**src/rtl/rd53_lbnl_fe_pkg.sv**
```systemverilog
// Shared types and default widths for the LBNL differential front-end pixel controller.
package rd53_lbnl_fe_pkg;

    localparam int TOT_W_DEF  = 4;
    localparam int TS_W_DEF   = 8;
    localparam int LOST_W_DEF = 8;
    localparam int CFG_W      = 10;

    typedef struct packed {
        logic       s1;
        logic       s0;
        logic [3:0] dth2;
        logic [3:0] dth1;
    } fe_cfg_t;

    typedef enum logic [1:0] {
        IDLE  = 2'd0,
        COUNT = 2'd1,
        HOLD  = 2'd2
    } fe_state_e;

    function automatic fe_cfg_t cfg_unpack(input logic [CFG_W-1:0] raw);
        return fe_cfg_t'(raw);
    endfunction

endpackage

```
**src/rtl/rd53_lbnl_fe_ctrl_sync2.sv**
```systemverilog
// Two-flop level synchronizer for asynchronous inputs, with configurable reset value.
module rd53_sync2 #(
    parameter logic RST_VAL = 1'b0
) (
    input  logic clk,
    input  logic rst_n,
    input  logic d,
    output logic q
);

    logic r_meta;
    logic r_sync;

    // two-stage capture of the asynchronous level
    always_ff @(posedge clk or negedge rst_n) begin
        if (!rst_n) begin
            r_meta <= RST_VAL;
            r_sync <= RST_VAL;
        end else begin
            r_meta <= d;
            r_sync <= r_meta;
        end
    end

    assign q = r_sync;

endmodule

```
**src/rtl/rd53_lbnl_fe_ctrl.sv**
```systemverilog
// Per-pixel LBNL AFE controller: config pins, discriminator ToT measurement and hit handshake.
module rd53_lbnl_fe_ctrl
    import rd53_lbnl_fe_pkg::*;
#(
    parameter int TOT_W  = TOT_W_DEF,
    parameter int TS_W   = TS_W_DEF,
    parameter int LOST_W = LOST_W_DEF
) (
    input  logic              clk,
    input  logic              rst_n,
    input  logic              cfg_wr,
    input  logic [CFG_W-1:0]  cfg_data,
    input  logic              en,
    input  logic [TS_W-1:0]   ts,
    output logic              S0,
    output logic              S1,
    output logic [3:0]        DTH1,
    output logic [3:0]        DTH2,
    input  logic              outdis,
    output logic              hit_valid,
    input  logic              hit_ready,
    output logic [TS_W-1:0]   hit_ts,
    output logic [TOT_W-1:0]  hit_tot,
    output logic [LOST_W-1:0] lost_cnt
);

    fe_cfg_t          r_cfg;
    fe_state_e        r_state;
    logic             r_disc_d;
    logic             r_hit_valid;
    logic [TS_W-1:0]  r_hit_ts;
    logic [TOT_W-1:0] r_hit_tot;
    logic [LOST_W-1:0] r_lost_cnt;

    logic w_disc_s;
    logic w_le;
    logic w_te;
    logic w_tot_max;
    logic w_lost_max;

    rd53_sync2 #(.RST_VAL(1'b0)) u_disc_sync (
        .clk   (clk),
        .rst_n (rst_n),
        .d     (~outdis),
        .q     (w_disc_s)
    );

    assign w_le       = w_disc_s & ~r_disc_d;
    assign w_te       = ~w_disc_s & r_disc_d;
    assign w_tot_max  = (r_hit_tot == {TOT_W{1'b1}});
    assign w_lost_max = (r_lost_cnt == {LOST_W{1'b1}});

    // configuration register, independent of the hit path
    always_ff @(posedge clk or negedge rst_n) begin
        if (!rst_n) begin
            r_cfg <= cfg_unpack({CFG_W{1'b0}});
        end else if (cfg_wr) begin
            r_cfg <= cfg_unpack(cfg_data);
        end else begin
            r_cfg <= r_cfg;
        end
    end

    // history flop for edge detection on the synchronized discriminator
    always_ff @(posedge clk or negedge rst_n) begin
        if (!rst_n) begin
            r_disc_d <= 1'b0;
        end else begin
            r_disc_d <= w_disc_s;
        end
    end

    // hit measurement FSM with registered outputs
    always_ff @(posedge clk or negedge rst_n) begin
        if (!rst_n) begin
            r_state     <= IDLE;
            r_hit_valid <= 1'b0;
            r_hit_ts    <= {TS_W{1'b0}};
            r_hit_tot   <= {TOT_W{1'b0}};
            r_lost_cnt  <= {LOST_W{1'b0}};
        end else begin
            case (r_state)
                IDLE: begin
                    if (w_le && en) begin
                        r_hit_ts  <= ts;
                        r_hit_tot <= TOT_W'(1);
                        r_state   <= COUNT;
                    end
                end
                COUNT: begin
                    // losing enable discards the partial measurement silently
                    if (!en) begin
                        r_state <= IDLE;
                    end else if (w_te) begin
                        r_hit_valid <= 1'b1;
                        r_state     <= HOLD;
                    end else if (w_disc_s && !w_tot_max) begin
                        r_hit_tot <= r_hit_tot + TOT_W'(1);
                    end
                end
                HOLD: begin
                    if (w_le && en && !w_lost_max) begin
                        r_lost_cnt <= r_lost_cnt + LOST_W'(1);
                    end
                    if (hit_ready) begin
                        r_hit_valid <= 1'b0;
                        r_state     <= IDLE;
                    end
                end
                default: begin
                    r_hit_valid <= 1'b0;
                    r_state     <= IDLE;
                end
            endcase
        end
    end

    assign S0        = r_cfg.s0;
    assign S1        = r_cfg.s1;
    assign DTH1      = r_cfg.dth1;
    assign DTH2      = r_cfg.dth2;
    assign hit_valid = r_hit_valid;
    assign hit_ts    = r_hit_ts;
    assign hit_tot   = r_hit_tot;
    assign lost_cnt  = r_lost_cnt;

endmodule

```
**config.mk**
```make
export PLATFORM = sky130hd
export DESIGN_NAME = rd53_lbnl_fe_ctrl
export DESIGN_NICKNAME = d
export VERILOG_FILES = /design/src/rtl/rd53_lbnl_fe_pkg.sv /design/src/rtl/rd53_lbnl_fe_ctrl_sync2.sv /design/src/rtl/rd53_lbnl_fe_ctrl.sv
export SDC_FILE = /design/constraint.sdc
export NUM_CORES = 1
export LEC_CHECK = 0
export BUFFER_PORTS_ARGS = -buffer_cell sky130_fd_sc_hd__buf_2
export CAP_MARGIN = 0
export CORE_UTILIZATION = 46
export CTS_BUF_LIST = sky130_fd_sc_hd__clkbuf_4 sky130_fd_sc_hd__clkbuf_8
export DETAILED_ROUTE_END_ITERATION = 7
export PLACE_DENSITY = 0.81
export SYNTH_ARGS = -nofsm -noshare
export SYNTH_HDL_FRONTEND = slang
export SYNTH_SLANG_ARGS = --single-unit
```
**constraint.sdc**
```tcl
create_clock -name clk -period 1.6 [get_ports clk]
set_clock_uncertainty 0.1 [all_clocks]
set_input_delay 0.16 -clock clk [delete_from_list [all_inputs] [get_ports clk]]
set_output_delay 0.16 -clock clk [all_outputs]
set_load 0.1 [all_outputs]
```
After elaboration in Yosys (flattened, before gate mapping). Cells that the tools add are included.

Bits in registers: 36. Input bits: 24. Output and inout port bits: 31. Logic and storage cells: 57.

Add/subtract/negate cells: 2. Equality and inequality tests: 11. Multiplexer cells: 14. Bitwise operators: 6. Reduce and logical (&&, ||, !) cells: 12.

Operators with widths (count): $mux 4 (4); $ne 2x2->1 const B (6); $add 8x1->8 const B (1); $eq 8x8->1 const B (1); $mux 2 (4); $pmux 4 s2 (1); $pmux 2 s3 (1); $reduce_and 5->1 (1); $add 4x1->4 const B (1); $eq 4x4->1 const B (1); $not 1->1 (4); $reduce_and 2->1 (2); $reduce_and 4->1 (1); $logic_and 1x1->1 (3); $mux 1 (3); $ne 3x3->1 const B (1); $pmux 1 s3 (1); $reduce_and 3->1 (1); $and 1x1->1 (2); $eq 2x1->1 const B (1); $eq 2x2->1 const B (1); $logic_not 1->1 (2); $logic_not 2->1 (1); $reduce_bool 2->1 (1).

Logic depth before layout (Yosys ltp).
Depth in word-level cells: 7. Depth in mapped cells: 4. Gate-level depth less buffers: 4.

Cells and area by module. Synthesis repeated with hierarchy kept, for this count alone.

Cell total of the unflattened synthesis: 122. Area total of the unflattened synthesis: 1581.5 µm².

Modules (own cells, without submodules): rd53_lbnl_fe_ctrl (instances 1, cells an instance 120, area each 1531.5 µm², sequential area each 850.8 µm²); rd53_sync2 (instances 1, cells an instance 2, area each 50.0 µm², sequential area each 50.0 µm²).

Least setup slack after synthesis. No wires, ideal clock.

Kind: register to register. Start: register r_lost_cnt[0], in the netlist lost_cnt[0]. End: register r_lost_cnt[1], in the netlist lost_cnt[1]. Data arrival time: 2.115 ns. Required time: 1.372 ns. Slack: -0.744 ns. Cell stages (with the launch flop): 5. Clock period less this slack: 2.344 ns. Cell sequence: dfrtp_1 ha_1 nand4_1 o211ai_1 mux2_1.

Longest elaborated chain between the ends: 4.

RTL lines: start: declaration (line rd53_lbnl_fe_ctrl.sv:33) `logic [LOST_W-1:0] r_lost_cnt;`; start signal: assignment (line rd53_lbnl_fe_ctrl.sv:80) `r_lost_cnt <= {LOST_W{1'b0}};`; start signal: assignment (line rd53_lbnl_fe_ctrl.sv:103) `r_lost_cnt <= r_lost_cnt + LOST_W'(1);`; branches (longest 4 deep; another with $add 8x1->8).

Several ways; the timed one is not identified. A chain may end at the register's enable or synchronous reset.

Final worst setup path.
Start: register r_lost_cnt[1], in the netlist lost_cnt[1]. End: register r_lost_cnt[1], in the netlist lost_cnt[1].

The elaborated chain is that of the path after synthesis.

==> results by group <==
Status
  • Status: finished clean

Worst setup path
  • Crit-path max cell delay: around 0.45 ns
  • Crit. End Element: flop
  • Critical path launch point type: flop
  • Master of the slowest instance on the critical path: dfrtp_4
  • Worst Setup Path Type: reg2reg
  • Data arrival, critical path: 1.66 ns
  • CP cell instances: ha_4 > nand4_1 > o211ai_1 > mux2_1
  • CP required: 1.73 ns
  • Crit-path max FO: 6

Cells and area
  • Filler cells: 216
  • Multi-input gate area: 676 sq um
  • Share of cells above drive strength 1: 0.472
  • Area delta synth->final: 48.3%
  • Final Cell Area: between 2000 and 2500 sq um
  • Ant diodes: 0
  • # nets final: 237
  • Register area: 940 sq um

Yosys
  • Seq/Total Area, Yosys: 0.570
  • Cell Area, Synth: 1580 sq um
  • Cell variety after synth: 37
  • Syn Area/Cell: 13.0 sq um
  • Synth Register Bits: 36
  • Largest cells by area after synthesis: dfrtp_1, mux2_1, nand2_1
  • Ys async rst share: 1.00
  • Synth warn: 0
  • Yosys top cell by area: dfrtp_1
  • EDFF count, synth: 0
  • Mapped Nets: approximately 150
  • Cells after synthesis: 122
  • Post-synth top area share: 0.570
  • Main synth FF type: dfrtp_1

Global route
  • Pin count of the biggest net entering global routing: 25
  • Met1 Resource Use GR: 0.263
  • Grt total ovfl: 0
  • Initial antenna violation count: 0
  • Global-route wire length before repair: around 6 mm
  • Met3 usage: 0.0768
  • Vias in the first global route: 1,308
  • Met2 usage: 0.386
  • GR peak layer: met2
  • GRT Util Overall: 0.226

STA
  • Hold Fails Final Rpt: 0
  • RSZ-0062 raised after global routing: yes
  • # setup viols final: 0
  • Worst setup margin: between 0.07 and 0.08 ns
  • Worst-margin pin slew: around 0.5 ns
  • Rel. slew slack: 0.656
  • FMAX: 655 MHz
  • Final period demand of the worst path: roughly 1.5 ns
  • Period utilisation layout: 0.954
  • Slew Limit Fails: 0

Detailed routing
  • Vias per Instance: 5.03
  • Detailed Routing Iterations Pass 1: 4
  • DR vias: 1,288
  • Initial drt markers: between 40 and 50
  • Avg WL per Cell: 13.8 um
  • ANT nets after route: 0
  • Final wirelength: 3.53 mm
  • Residual DRC count: 0

Place
  • Detailed-placement wirelength estimate: around 2.4 mm
  • Worst slack, placed: around 0.023 ns
  • Number of buffers added on ports: 54
  • Routability cong.: 0.802
  • Post-DP Area: 2010 sq um

Die
  • Die Wd: 60.6 um
  • Cell Rows: 20
  • Initial Utilization: 0.502
  • Die Y: 60.6 um
  • IO Pins: 55
  • Core Region: around 3200 sq um
  • Die ar.: 3680 sq um

Clocking
  • Clock transition at path regs: 0.11 ns
  • CTS max path bufs: 2
  • Clk_lat worst skew: roughly 0.34 ns
  • Max H-tree Level: 2
  • CTS Buf Count: 5
  • Clock Root Buffer: clkbuf_4
  • Clk sink count: 36
  • TritonCTS clock tree: built

Power and ir drop
  • Leak: 1.08 nW
  • P per Cell Area: 1230 nW/um^2
  • Max IR drop VDD: between 0.0009 and 0.001 V

Hold path
  • HP Class: in2reg

Flow run
  • Max Cap Violations: 0
## power breakdown
part           internal (mW)  switching (mW)  total [mW]
clock network          0.344           0.294       0.639
registers               1.03          0.0707        1.10
logic                  0.222           0.930        1.15
total                   1.60            1.30        2.89
## cells in the mapped netlist, drive strengths merged, types with 2 or more instances
library cell and instances:
nand2 7, and3 2, o21ai 5, ha 2, nor2 4, inv 7
mux2 23, nor3 4, nand3 4, dfrtp 36, nor4 2, buf 3
a31oi 2, a21oi 4, nand2b 2
## worst max-delay path, delay by kind of cell (launching register included)
kind / cells / cell delay, ns
AND/OR/NAND/NOR: 1 / 0.11
adder cells (fa/ha/maj): 1 / 0.17
flip-flops: 1 / 0.45
multiplexers: 1 / 0.35
AO/OA/AOI/OAI: 1 / 0.24
## cell families after synthesis
logic type               count (synthesis)  synth area share
multiplexers                            24             0.170
flip-flops                              36             0.570
XOR/XNOR                                 1           0.00554
buffers and inverters                   11            0.0324
AO/OA/AOI/OAI                           16            0.0641
adder cells (fa/ha/maj)                  2            0.0158
AND/OR/NAND/NOR                         32             0.142
## layout by cell type, fill, tap and decap left out, types with 3 or more instances in the layout
master / n
o21ai_0: 3
dfrtp_4: 9
dfrtp_1: 23
a21oi_1: 4
inv_1: 6
buf_4: 10
mux2_1: 19
dfrtp_2: 4
clkbuf_4: 7
dlygate4sd3_1: 21
nand2_1: 6
buf_2: 53
nor2_1: 3
## state kept, by name (all words and copies together), names as in the netlist
name                count
DTH1                    4
DTH2                    4
S0                      1
S1                      1
hit_tot                 4
hit_ts                  8
hit_valid               1
lost_cnt                8
r_disc_d                1
r_state                 2
u_disc_sync.q           1
u_disc_sync.r_meta      1
## path summary, 6_finish.rpt
| check | start | to | slack (ns) | cells past startpoint |
|---|---|---|---|---|
| setup reg to reg | lost_cnt[1] | lost_cnt[1] | 0.07 | 4 |
| max in group asynchronous | rst_n | u_disc_sync.r_meta | 0.62 | 3 |
| min in group asynchronous | rst_n | hit_ts[6] | 0.22 | 2 |
| hold reg to reg | u_disc_sync.r_meta | u_disc_sync.q | 0.26 | 0 |
| hold / removal | en | r_state[0] | 0.03 | 2 |
| setup / recovery | lost_cnt[1] | lost_cnt[1] | 0.07 | 4 |
## area by class of cell
type                       instances  area share
clock buffer                       6      0.0192
clock inverter                     2      0.0149
inverter                           7      0.0112
multi-input combinational         75       0.288
sequential                        36       0.401
tap                               44      0.0235
timing repair buffer              86       0.243
## metal layers
layer  routed length [um]  up-vias
li1                     -      614
met4                   74        0
met3                  193        6
met1                 1430      629
met2                 1830       39
met5                    0        -
## per-stage QoR
stage	hold slack [ns]	setup TNS (ns)	cells	total power, mW	util
after global placement	0.0514	0	225	2.20	0.637
after floorplan	-0.236	-0.240	122	2.01	-
after CTS	0.0201	0	254	2.89	0.729
after global routing	0.0236	-0.0505	256	3.01	0.744
after detailed placement	0.0640	0	225	2.23	0.637
final	0.0325	0	256	2.89	0.744
## timing repair
item | CTS | global route
hold buffers | 21 | 0
hold endpoints to repair | 44 | 0
buffers inserted | 0 | 2
endpoints found under the setup margin | 0 | 5
gates resized for setup | 0 | 8
Power figures use the tool's default switching activity.
